$ cat src/rtl/nav_cmd_if.sv
// Command/response, sensor and drive signals between the host side and nav_cmd_proc.
interface nav_cmd_if #(
  parameter int unsigned FRWRD_W = 10,
  parameter int unsigned HEAD_W  = 12
);

  logic [15:0]              cmd;
  logic                     cmd_rdy;
  logic                     clr_cmd_rdy;
  logic                     send_resp;
  logic                     strt_cal;
  logic                     cal_done;
  logic signed [HEAD_W-1:0] heading;
  logic                     heading_rdy;
  logic                     lftIR;
  logic                     cntrIR;
  logic                     rghtIR;
  logic signed [HEAD_W-1:0] error;
  logic [FRWRD_W-1:0]       frwrd;
  logic                     moving;
  logic                     tour_go;
  logic                     fanfare_go;

  // Host / environment side: issues commands and drives sensors.
  modport master (
    output cmd, cmd_rdy, cal_done, heading, heading_rdy, lftIR, cntrIR, rghtIR,
    input  clr_cmd_rdy, send_resp, strt_cal, error, frwrd, moving, tour_go, fanfare_go
  );

  // Command processor side.
  modport slave (
    input  cmd, cmd_rdy, cal_done, heading, heading_rdy, lftIR, cntrIR, rghtIR,
    output clr_cmd_rdy, send_resp, strt_cal, error, frwrd, moving, tour_go, fanfare_go
  );

endinterface

$ cat src/rtl/nav_cmd_proc.sv
// Navigation command processor: decodes host commands, aligns heading,
// ramps forward speed, counts square lines and decelerates to a stop.
module nav_cmd_proc #(
  parameter bit          FAST_SIM     = 1'b1,
  parameter int unsigned FRWRD_W      = 10,
  parameter int unsigned HEAD_W       = 12,
  parameter int unsigned SQ_W         = 3,
  parameter int unsigned LINES_PER_SQ = 2,
  parameter int unsigned ALIGN_TOL    = 48,
  parameter int unsigned NUDGE        = 95
) (
  input  logic       clk,
  input  logic       rst_n,
  nav_cmd_if.slave   bus
);

  localparam int unsigned LINE_W = 5;
  localparam int unsigned FW1    = FRWRD_W + 1;
  localparam int unsigned INC    = FAST_SIM ? (32'd1 << (FRWRD_W - 5)) : (32'd1 << (FRWRD_W - 8));

  localparam logic [FW1-1:0] INC_V = FW1'(INC);
  localparam logic [FW1-1:0] DEC_V = FW1'(2 * INC);

  localparam logic [HEAD_W-1:0]        NUDGE_P = HEAD_W'(NUDGE);
  localparam logic [HEAD_W-1:0]        NUDGE_N = ~NUDGE_P + HEAD_W'(1);
  localparam logic signed [HEAD_W-1:0] TOL_P   = HEAD_W'(ALIGN_TOL);
  localparam logic signed [HEAD_W-1:0] TOL_N   = -TOL_P;

  localparam logic [3:0] OPC_CAL  = 4'h0;
  localparam logic [3:0] OPC_MOVE = 4'h2;
  localparam logic [3:0] OPC_FAN  = 4'h3;
  localparam logic [3:0] OPC_TOUR = 4'h4;
  localparam logic [3:0] OPC_STOP = 4'hF;

  typedef enum logic [2:0] {
    ST_IDLE,
    ST_CAL,
    ST_ALIGN,
    ST_MOVE,
    ST_DECEL
  } state_t;

  state_t               r_state;
  state_t               w_state_nxt;

  logic                 r_clr;
  logic                 r_resp;
  logic                 r_strt;
  logic                 r_tour;
  logic                 r_fan;
  logic                 r_moving;

  logic                 w_clr_nxt;
  logic                 w_resp_nxt;
  logic                 w_strt_nxt;
  logic                 w_tour_nxt;
  logic                 w_fan_nxt;
  logic                 w_moving_nxt;
  logic                 w_load_move;
  logic                 w_latch_cmd;

  logic [3:0]           r_opc;
  logic [HEAD_W-1:0]    r_desired;
  logic [LINE_W-1:0]    r_target;
  logic [LINE_W-1:0]    r_lines;
  logic [FRWRD_W-1:0]   r_frwrd;
  logic                 r_cntr_q;

  logic [3:0]           w_opc_in;
  logic                 w_sq_zero;
  logic                 w_new_cmd;
  logic                 w_is_stop;
  logic [HEAD_W-1:0]    w_desired_in;
  logic [LINE_W-1:0]    w_target_in;
  logic [HEAD_W-1:0]    w_nudge;
  logic [HEAD_W-1:0]    w_error;
  logic                 w_aligned;
  logic                 w_cntr_rise;
  logic [FW1-1:0]       w_sum;
  logic [FW1-1:0]       w_diff;
  logic [FRWRD_W-1:0]   w_frwrd_inc;
  logic [FRWRD_W-1:0]   w_frwrd_dec;
  logic                 w_unused_cmd;

  // Command field decode; r_clr blocks re-consuming a word still held by the host.
  always_comb begin
    w_opc_in     = bus.cmd[15:12];
    w_sq_zero    = (bus.cmd[SQ_W-1:0] == '0);
    w_new_cmd    = bus.cmd_rdy && !r_clr;
    w_is_stop    = w_new_cmd && (w_opc_in == OPC_STOP);
    w_desired_in = (bus.cmd[11:4] == 8'h00) ? '0 : {bus.cmd[11:4], {(HEAD_W-8){1'b1}}};
    w_target_in  = LINE_W'(32'(bus.cmd[SQ_W-1:0]) * LINES_PER_SQ);
    w_unused_cmd = ^bus.cmd;
  end

  // Heading error with IR nudge; wraps modulo 2^HEAD_W.
  always_comb begin
    w_nudge = '0;
    if (bus.lftIR && !bus.rghtIR)
      w_nudge = NUDGE_P;
    else if (bus.rghtIR && !bus.lftIR)
      w_nudge = NUDGE_N;
    w_error   = bus.heading - r_desired + w_nudge;
    w_aligned = ($signed(w_error) > TOL_N) && ($signed(w_error) < TOL_P);
  end

  // Saturating speed ramp arithmetic; the extra MSB flags overflow/borrow.
  always_comb begin
    w_sum       = {1'b0, r_frwrd} + INC_V;
    w_diff      = {1'b0, r_frwrd} - DEC_V;
    w_frwrd_inc = w_sum[FRWRD_W]  ? '1 : w_sum[FRWRD_W-1:0];
    w_frwrd_dec = w_diff[FRWRD_W] ? '0 : w_diff[FRWRD_W-1:0];
    w_cntr_rise = bus.cntrIR && !r_cntr_q;
  end

  // Next-state and pulse decode.
  always_comb begin
    w_state_nxt = r_state;
    w_clr_nxt   = 1'b0;
    w_resp_nxt  = 1'b0;
    w_strt_nxt  = 1'b0;
    w_tour_nxt  = 1'b0;
    w_fan_nxt   = 1'b0;
    w_load_move = 1'b0;
    w_latch_cmd = 1'b0;
    case (r_state)
      ST_IDLE: begin
        if (w_new_cmd) begin
          w_clr_nxt   = 1'b1;
          w_latch_cmd = 1'b1;
          case (w_opc_in)
            OPC_CAL: begin
              w_strt_nxt  = 1'b1;
              w_state_nxt = ST_CAL;
            end
            OPC_MOVE, OPC_FAN: begin
              if (w_sq_zero) begin
                w_resp_nxt = 1'b1;
              end else begin
                w_load_move = 1'b1;
                w_state_nxt = ST_ALIGN;
              end
            end
            OPC_TOUR: w_tour_nxt = 1'b1;
            default:  ;
          endcase
        end
      end
      ST_CAL: begin
        if (bus.cal_done) begin
          w_resp_nxt  = 1'b1;
          w_state_nxt = ST_IDLE;
        end
      end
      ST_ALIGN: begin
        if (w_is_stop) begin
          w_clr_nxt   = 1'b1;
          w_state_nxt = ST_DECEL;
        end else if (w_aligned) begin
          w_fan_nxt   = (r_opc == OPC_FAN);
          w_state_nxt = ST_MOVE;
        end
      end
      ST_MOVE: begin
        if (w_is_stop) begin
          w_clr_nxt   = 1'b1;
          w_state_nxt = ST_DECEL;
        end else if (r_lines == r_target) begin
          w_state_nxt = ST_DECEL;
        end
      end
      ST_DECEL: begin
        if (w_is_stop)
          w_clr_nxt = 1'b1;
        if (r_frwrd == '0) begin
          w_resp_nxt  = 1'b1;
          w_state_nxt = ST_IDLE;
        end
      end
      default: w_state_nxt = ST_IDLE;
    endcase
    w_moving_nxt = (w_state_nxt == ST_ALIGN) || (w_state_nxt == ST_MOVE) ||
                   (w_state_nxt == ST_DECEL);
  end

  // State register.
  always_ff @(posedge clk or negedge rst_n) begin
    if (!rst_n)
      r_state <= ST_IDLE;
    else
      r_state <= w_state_nxt;
  end

  // Registered single-cycle pulses and motion flag.
  always_ff @(posedge clk or negedge rst_n) begin
    if (!rst_n) begin
      r_clr    <= 1'b0;
      r_resp   <= 1'b0;
      r_strt   <= 1'b0;
      r_tour   <= 1'b0;
      r_fan    <= 1'b0;
      r_moving <= 1'b0;
    end else begin
      r_clr    <= w_clr_nxt;
      r_resp   <= w_resp_nxt;
      r_strt   <= w_strt_nxt;
      r_tour   <= w_tour_nxt;
      r_fan    <= w_fan_nxt;
      r_moving <= w_moving_nxt;
    end
  end

  // Latched command fields: opcode on every consume, heading/target on move start.
  always_ff @(posedge clk or negedge rst_n) begin
    if (!rst_n) begin
      r_opc     <= 4'h0;
      r_desired <= '0;
      r_target  <= '0;
    end else begin
      if (w_latch_cmd)
        r_opc <= w_opc_in;
      if (w_load_move) begin
        r_desired <= w_desired_in;
        r_target  <= w_target_in;
      end
    end
  end

  // Centre-line edge history and line counter (counts only while moving forward).
  always_ff @(posedge clk or negedge rst_n) begin
    if (!rst_n) begin
      r_cntr_q <= 1'b0;
      r_lines  <= '0;
    end else begin
      r_cntr_q <= bus.cntrIR;
      if (w_load_move)
        r_lines <= '0;
      else if ((r_state == ST_MOVE) && w_cntr_rise)
        r_lines <= r_lines + LINE_W'(1);
    end
  end

  // Forward speed: ramps only on heading updates, rule chosen by current state.
  always_ff @(posedge clk or negedge rst_n) begin
    if (!rst_n) begin
      r_frwrd <= '0;
    end else if (bus.heading_rdy) begin
      if (r_state == ST_MOVE)
        r_frwrd <= w_frwrd_inc;
      else if (r_state == ST_DECEL)
        r_frwrd <= w_frwrd_dec;
    end
  end

  // Output drive.
  assign bus.clr_cmd_rdy = r_clr;
  assign bus.send_resp   = r_resp;
  assign bus.strt_cal    = r_strt;
  assign bus.tour_go     = r_tour;
  assign bus.fanfare_go  = r_fan;
  assign bus.moving      = r_moving;
  assign bus.frwrd       = r_frwrd;
  assign bus.error       = w_error;

endmodule

$ cat src/flat_wrapper.sv
// flat-port wrapper written by rule: the top's interface ports become plain ports
module nav_cmd_proc_flat 
#(
  parameter bit          FAST_SIM     = 1'b1,
  parameter int unsigned FRWRD_W      = 10,
  parameter int unsigned HEAD_W       = 12,
  parameter int unsigned SQ_W         = 3,
  parameter int unsigned LINES_PER_SQ = 2,
  parameter int unsigned ALIGN_TOL    = 48,
  parameter int unsigned NUDGE        = 95
)
  (clk, rst_n, bus_cmd, bus_cmd_rdy, bus_cal_done, bus_heading, bus_heading_rdy, bus_lftIR, bus_cntrIR, bus_rghtIR, bus_clr_cmd_rdy, bus_send_resp, bus_strt_cal, bus_error, bus_frwrd, bus_moving, bus_tour_go, bus_fanfare_go);
  nav_cmd_if #(.FRWRD_W(FRWRD_W), .HEAD_W(HEAD_W)) bus_i ();
  input  logic clk;
  input  logic rst_n;
  input wire logic [$bits(bus_i.cmd)-1:0] bus_cmd;
  input wire logic [$bits(bus_i.cmd_rdy)-1:0] bus_cmd_rdy;
  input wire logic [$bits(bus_i.cal_done)-1:0] bus_cal_done;
  input wire logic [$bits(bus_i.heading)-1:0] bus_heading;
  input wire logic [$bits(bus_i.heading_rdy)-1:0] bus_heading_rdy;
  input wire logic [$bits(bus_i.lftIR)-1:0] bus_lftIR;
  input wire logic [$bits(bus_i.cntrIR)-1:0] bus_cntrIR;
  input wire logic [$bits(bus_i.rghtIR)-1:0] bus_rghtIR;
  output wire logic [$bits(bus_i.clr_cmd_rdy)-1:0] bus_clr_cmd_rdy;
  output wire logic [$bits(bus_i.send_resp)-1:0] bus_send_resp;
  output wire logic [$bits(bus_i.strt_cal)-1:0] bus_strt_cal;
  output wire logic [$bits(bus_i.error)-1:0] bus_error;
  output wire logic [$bits(bus_i.frwrd)-1:0] bus_frwrd;
  output wire logic [$bits(bus_i.moving)-1:0] bus_moving;
  output wire logic [$bits(bus_i.tour_go)-1:0] bus_tour_go;
  output wire logic [$bits(bus_i.fanfare_go)-1:0] bus_fanfare_go;
  assign bus_i.cmd = bus_cmd;
  assign bus_i.cmd_rdy = bus_cmd_rdy;
  assign bus_i.cal_done = bus_cal_done;
  assign bus_i.heading = bus_heading;
  assign bus_i.heading_rdy = bus_heading_rdy;
  assign bus_i.lftIR = bus_lftIR;
  assign bus_i.cntrIR = bus_cntrIR;
  assign bus_i.rghtIR = bus_rghtIR;
  assign bus_clr_cmd_rdy = bus_i.clr_cmd_rdy;
  assign bus_send_resp = bus_i.send_resp;
  assign bus_strt_cal = bus_i.strt_cal;
  assign bus_error = bus_i.error;
  assign bus_frwrd = bus_i.frwrd;
  assign bus_moving = bus_i.moving;
  assign bus_tour_go = bus_i.tour_go;
  assign bus_fanfare_go = bus_i.fanfare_go;
  nav_cmd_proc #(.FAST_SIM(FAST_SIM), .FRWRD_W(FRWRD_W), .HEAD_W(HEAD_W), .SQ_W(SQ_W), .LINES_PER_SQ(LINES_PER_SQ), .ALIGN_TOL(ALIGN_TOL), .NUDGE(NUDGE)) u_core (.clk(clk), .rst_n(rst_n), .bus(bus_i));
endmodule
$ cat config.mk
export PLATFORM = sky130hd
export DESIGN_NAME = nav_cmd_proc_flat
export DESIGN_NICKNAME = d
export VERILOG_FILES = /design/src/rtl/nav_cmd_if.sv /design/src/rtl/nav_cmd_proc.sv /design/src/flat_wrapper.sv
export SDC_FILE = /design/constraint.sdc
export NUM_CORES = 1
export LEC_CHECK = 0
export ABC_AREA = 1
export CAP_MARGIN = 25
export CORE_AREA = 5 5 122 101
export DETAILED_ROUTE_END_ITERATION = 16
export DIE_AREA = 0 0 127 106
export PLACE_DENSITY = 0.58
export SETUP_SLACK_MARGIN = 0.15
export SKIP_LAST_GASP = 1
export SYNTH_ARGS = -nofsm -noshare
export SYNTH_HDL_FRONTEND = slang
export SYNTH_SLANG_ARGS = --single-unit
$ cat constraint.sdc
create_clock -name clk -period 4.41 [get_ports clk]
set_clock_uncertainty 0.2 [all_clocks]
set_input_delay 0.882 -clock clk [delete_from_list [all_inputs] [get_ports clk]]
set_output_delay 0.882 -clock clk [all_outputs]
set_load 0.02 [all_outputs]
==> metrics.txt <==
# TYPE chip_impl_metric gauge
chip_impl_metric{name="syn_inst",unit=""} 452
chip_impl_info{name="timing.critical_path.to_type",value="output port"} 1
chip_impl_metric{name="drt_pass1_iterations",unit=""} 4
chip_impl_info{name="yosys.area.top_type",value="sky130_fd_sc_hd__dfrtp_1"} 1
chip_impl_metric{name="synth-adder-area-share",unit=""} 0.1429
chip_impl_info{name="crit_chain",value="clkdlybuf4s50_1, inv_2, fa_1, inv_1, ha_4, nand2_4, buf_4, nor2_4, nand2_2, nand3_2, nand2_2, nand2_2, buf_6"} 1
chip_impl_info{name="ys_top_cells_by_count",value="sky130_fd_sc_hd__nand2_1, sky130_fd_sc_hd__inv_1, sky130_fd_sc_hd__dfrtp_1"} 1
chip_impl_metric{name="power.static_leakage",unit="nW"} 2.387
chip_impl_metric{name="fill_cells",unit=""} 1126
chip_impl_metric{name="number_of_enable_type_register_cells_in_the_synthesized_netlist",unit=""} 0
chip_impl_metric{name="max_slew_margin",unit=""} 0.4489
chip_impl_metric{name="tritoncts.num_buffers",unit=""} 5
chip_impl_metric{name="largest_net_degree_at_the_start_of_global_routing",unit=""} 38
chip_impl_metric{name="post_synth_num_cell_types",unit=""} 37
chip_impl_metric{name="die_h",unit="um"} 106
chip_impl_metric{name="synth_compound_area_frac",unit=""} 0.07068
chip_impl_info{name="worst_path_dominant_cell_family",value="adder cells"} 1
chip_impl_metric{name="fp-row-count",unit=""} 35
chip_impl_metric{name="fin_total_pwr",unit="W"} 0.003739
chip_impl_metric{name="detailedPlacementHpwl",unit="um"} 6585
chip_impl_metric{name="h-tree-depth",unit=""} 2
chip_impl_metric{name="setup-violations-final",unit=""} 0
chip_impl_metric{name="final_hold_viol_count",unit=""} 0
chip_impl_info{name="unrepaired_setup_endpoints_after_global_routing",value="yes"} 1
chip_impl_info{name="cts_tree",value="yes"} 1
chip_impl_metric{name="worst_ep_required_time",unit="ns"} 3.33
chip_impl_metric{name="fmax",unit="MHz"} 239.1
chip_impl_metric{name="grt_antenna_before_repair",unit=""} 0
chip_impl_metric{name="floorplan.initialDensity",unit=""} 0.2881
chip_impl_info{name="crit_top_cell",value="sky130_fd_sc_hd__nand2_2"} 1
chip_impl_metric{name="synth_simple_gate_area_share",unit=""} 0.3323
chip_impl_metric{name="p_per_area",unit="nW/um^2"} 813.2
chip_impl_metric{name="antennaDiodeCount",unit=""} 0
chip_impl_metric{name="vdd_drop_max",unit="mV"} 0.2721
chip_impl_metric{name="route.vias.total",unit=""} 2999
chip_impl_metric{name="antenna_left",unit=""} 0
chip_impl_metric{name="clock-sinks",unit=""} 37
chip_impl_metric{name="syn_nets",unit=""} 518
chip_impl_metric{name="critical_path.n_buffers_inverters",unit=""} 5
chip_impl_metric{name="synth-warning-count",unit=""} 0
chip_impl_metric{name="detailedRoute.firstIterationViolations",unit=""} 99
chip_impl_metric{name="grt_first_pass_wirelength",unit="um"} 13810
chip_impl_metric{name="total_standard_cell_area_after_synthesis",unit="sq um"} 3204
chip_impl_metric{name="drv.max_cap_violation_count",unit=""} 0
chip_impl_info{name="library_cell_contributing_the_largest_single_delay_on_the_critical_path",value="sky130_fd_sc_hd__fa_1"} 1
chip_impl_metric{name="drt-vias-per-instance",unit=""} 4.303
chip_impl_metric{name="cp_data_arrival_time",unit="ns"} 3.10
chip_impl_metric{name="report.final.slew_viol_count",unit=""} 0
chip_impl_metric{name="post-synth-top-area-fraction",unit=""} 0.2889
chip_impl_info{name="synthMostInstantiatedCell",value="sky130_fd_sc_hd__nand2_1"} 1
chip_impl_metric{name="final.min_clock_period",unit="ns"} 4.183
chip_impl_metric{name="worst-slew-pin-transition",unit="ns"} 0.8266
chip_impl_metric{name="core_area",unit="sq um"} 11120
chip_impl_metric{name="wl_per_cell",unit="um"} 11.54
chip_impl_info{name="min-delay-path-class",value="flip-flop to flip-flop"} 1
chip_impl_metric{name="floorplan.die_area",unit="sq um"} 13460
chip_impl_metric{name="detail_route.drc_violations",unit=""} 0
chip_impl_metric{name="cp_slowest_stage_delay",unit="ns"} 0.55
chip_impl_info{name="ctsRootBufferMaster",value="sky130_fd_sc_hd__clkbuf_16"} 1
chip_impl_metric{name="grt.overflow.total",unit=""} 0
chip_impl_metric{name="synth_sequential_area_ratio",unit=""} 0.2889
chip_impl_metric{name="num-nets-final",unit=""} 614
chip_impl_metric{name="clock_insertion_delay_worst_skew",unit="ns"} 0.28
chip_impl_info{name="criticalPathCategory",value="primary input to output port"} 1
chip_impl_info{name="status",value="finished, final reports clean"} 1
chip_impl_metric{name="xor_and_xnor_fraction_of_the_mapped_netlist_area",unit=""} 0.03007
chip_impl_info{name="synth_flop_cell",value="sky130_fd_sc_hd__dfrtp_1"} 1
chip_impl_metric{name="portBuffers",unit=""} 62
chip_impl_metric{name="ios",unit=""} 64
chip_impl_metric{name="finalCritPeriodShare",unit=""} 0.9485
chip_impl_metric{name="syn_avg_cell_area",unit="sq um"} 7.089
chip_impl_metric{name="synth-async-reset-ratio",unit=""} 1.000
chip_impl_metric{name="clk_pin_slew_worst_paths",unit="ns"} 0.05
chip_impl_metric{name="synthMuxAreaShare",unit=""} 0
chip_impl_metric{name="synth_seq_cells",unit=""} 37
chip_impl_metric{name="area_growth",unit="%"} 43.50
chip_impl_metric{name="horizontal_die_dimension",unit="um"} 127
chip_impl_metric{name="gp_congestion",unit=""} 0.8468
chip_impl_metric{name="finalCoreUtilization",unit=""} 0.4134
chip_impl_metric{name="cp_max_fo",unit=""} 4
chip_impl_info{name="main_combinational_cell_family_by_area_after_synthesis",value="simple AND/OR/NAND/NOR gates"} 1
chip_impl_info{name="startpoint_type",value="primary input"} 1
chip_impl_metric{name="layout_cells_sized_above_1",unit=""} 0.2495
chip_impl_metric{name="clock_tree.buffer_depth",unit=""} 2
chip_impl_metric{name="via_count_of_the_first_global_routing_pass",unit=""} 2895
chip_impl_info{name="synth_top_cells_by_area",value="sky130_fd_sc_hd__dfrtp_1, sky130_fd_sc_hd__nand2_1, sky130_fd_sc_hd__inv_1"} 1
chip_impl_metric{name="drt-total-wl",unit="um"} 8046
chip_impl_metric{name="grt_use_total",unit=""} 0.1238
-- state kept, by name, summed over array words and instances, names as in the netlist --
register,flops
u_core.r_state,3
u_core.bus.fanfare_go,1
u_core.r_cntr_q,1
u_core.bus.frwrd,6
u_core.bus.tour_go,1
u_core.bus.strt_cal,1
u_core.bus.clr_cmd_rdy,1
u_core.r_lines,5
u_core.bus.send_resp,1
u_core.r_desired,9
u_core.bus.moving,1
u_core.r_opc,4
u_core.r_target,3
-- logic make-up after synthesis --
logic type	Yosys count
AO/OA/AOI/OAI	35
XOR/XNOR	11
adder cells (fa/ha/maj)	30
buffers and inverters	109
flip-flops	37
AND/OR/NAND/NOR	230
-- metal layers --
layer,global-route usage,share of wire,vias to the layer above
li1,-,-,1577
met1,0.1767,0.49,1388
met2,0.1986,0.48,30
met3,0.02361,0.025,4
met4,0.01838,0.0068,0
met5,0,0,-
-- cells in the final DEF (no fill, tap or decap), types with 3 or more instances in the layout --
master	synthesis	final
sky130_fd_sc_hd__xnor2_1	4	4
sky130_fd_sc_hd__nand2_1	131	112
sky130_fd_sc_hd__buf_4	4	34
sky130_fd_sc_hd__dlygate4sd2_1	0	4
sky130_fd_sc_hd__nand2_2	13	27
sky130_fd_sc_hd__ha_1	19	8
sky130_fd_sc_hd__inv_2	3	9
sky130_fd_sc_hd__clkdlybuf4s50_1	0	48
sky130_fd_sc_hd__xor2_1	7	7
sky130_fd_sc_hd__nor3_1	4	4
sky130_fd_sc_hd__nor2_2	4	5
sky130_fd_sc_hd__nand4_1	8	8
sky130_fd_sc_hd__nand3_1	23	20
sky130_fd_sc_hd__clkbuf_16	0	5
sky130_fd_sc_hd__nor2_4	3	5
sky130_fd_sc_hd__ha_4	0	9
sky130_fd_sc_hd__dfrtp_1	37	37
sky130_fd_sc_hd__inv_1	99	91
sky130_fd_sc_hd__nor4_1	4	4
sky130_fd_sc_hd__fa_1	11	9
sky130_fd_sc_hd__o21ai_0	14	14
sky130_fd_sc_hd__a32oi_1	3	3
sky130_fd_sc_hd__nand2_4	1	6
sky130_fd_sc_hd__nor2_1	26	23
sky130_fd_sc_hd__a21oi_1	7	5
sky130_fd_sc_hd__a21oi_2	2	3
sky130_fd_sc_hd__buf_6	1	6
sky130_fd_sc_hd__nand3_2	6	8
-- path summary, 6_finish.rpt --
| check | to | cells after the start | start | slack, ns |
|---|---|---|---|---|
| worst min-delay path | u_core.r_opc[3]$_DFFE_PN0P_ | 2 | u_core.r_opc[3]$_DFFE_PN0P_ | 0.27 |
| worst max-delay path | bus_error[9] | 13 | bus_heading[5] | 0.23 |
| worst max register to register | u_core.r_state[0]$_DFF_PN0_ | 17 | u_core.r_desired[3]$_DFFE_PN0P_ | 1.46 |
| worst min register to register | u_core.r_opc[3]$_DFFE_PN0P_ | 2 | u_core.r_opc[3]$_DFFE_PN0P_ | 0.27 |
| min in group asynchronous | u_core.bus.tour_go$_DFF_PN0_ | 1 | rst_n | 0.50 |
| max in group asynchronous | u_core.bus.moving$_DFF_PN0_ | 1 | rst_n | 2.98 |
-- stage by stage --
stage / setup TNS (ns) / hold slack (ns) / cells / setup slack, ns / instance area, sq um
CTS: 0 / 0.2761 / 691 / 0.1518 / 4436
floorplan: 0 / 0.2426 / 452 / 0.4139 / 3204
global placement: -4.962 / 0.2593 / 681 / -0.6658 / 4150
finish: 0 / 0.2729 / 697 / 0.2273 / 4598
global route: 0 / 0.3086 / 697 / 0.1234 / 4598
detailed placement: -5.334 / 0.2616 / 681 / -0.6933 / 4150
-- power by group --
group,switching [W],internal (W)
clock,0.000131,0.000207
sequential,0.000111,0.000469
combinational,0.00153,0.00129
total,0.00177,0.00197
-- worst reg2reg max path: stages (launching register included) --
cell,delay [ns]
sky130_fd_sc_hd__dfrtp_1,0.47
sky130_fd_sc_hd__ha_1,0.34
sky130_fd_sc_hd__inv_1,0.06
sky130_fd_sc_hd__ha_2,0.16
sky130_fd_sc_hd__inv_1,0.05
sky130_fd_sc_hd__fa_2,0.51
sky130_fd_sc_hd__inv_1,0.05
sky130_fd_sc_hd__or2_2,0.26
sky130_fd_sc_hd__nor2_1,0.14
sky130_fd_sc_hd__nand3_1,0.09
sky130_fd_sc_hd__nand2_1,0.06
sky130_fd_sc_hd__nand2_1,0.05
sky130_fd_sc_hd__nand2_1,0.08
sky130_fd_sc_hd__nor2_1,0.05
sky130_fd_sc_hd__nand2_1,0.05
sky130_fd_sc_hd__nand2_1,0.09
sky130_fd_sc_hd__nand2_2,0.09
sky130_fd_sc_hd__nand2_1,0.05
-- what timing repair did --
action	4_1_cts	5_1_grt
pin swaps	11	27
setup buffers	2	6
endpoints found under the setup margin	11	9
resized for setup	70	43
hold buffers	0	0
-- cell type report --
| type | count | area, sq um | share of cell area |
|---|---|---|---|
| Inverter | 102 | 387.9 | 0.08435 |
| Multi-Input combinational cell | 306 | 2096 | 0.4558 |
| Clock buffer | 6 | 128.9 | 0.02803 |
| Tap cell | 148 | 185.2 | 0.04027 |
| Sequential cell | 37 | 925.9 | 0.2014 |
| Timing Repair Buffer | 96 | 864.6 | 0.1880 |
| Clock inverter | 2 | 10.01 | 0.002177 |
(Power assumes the default switching activity.)
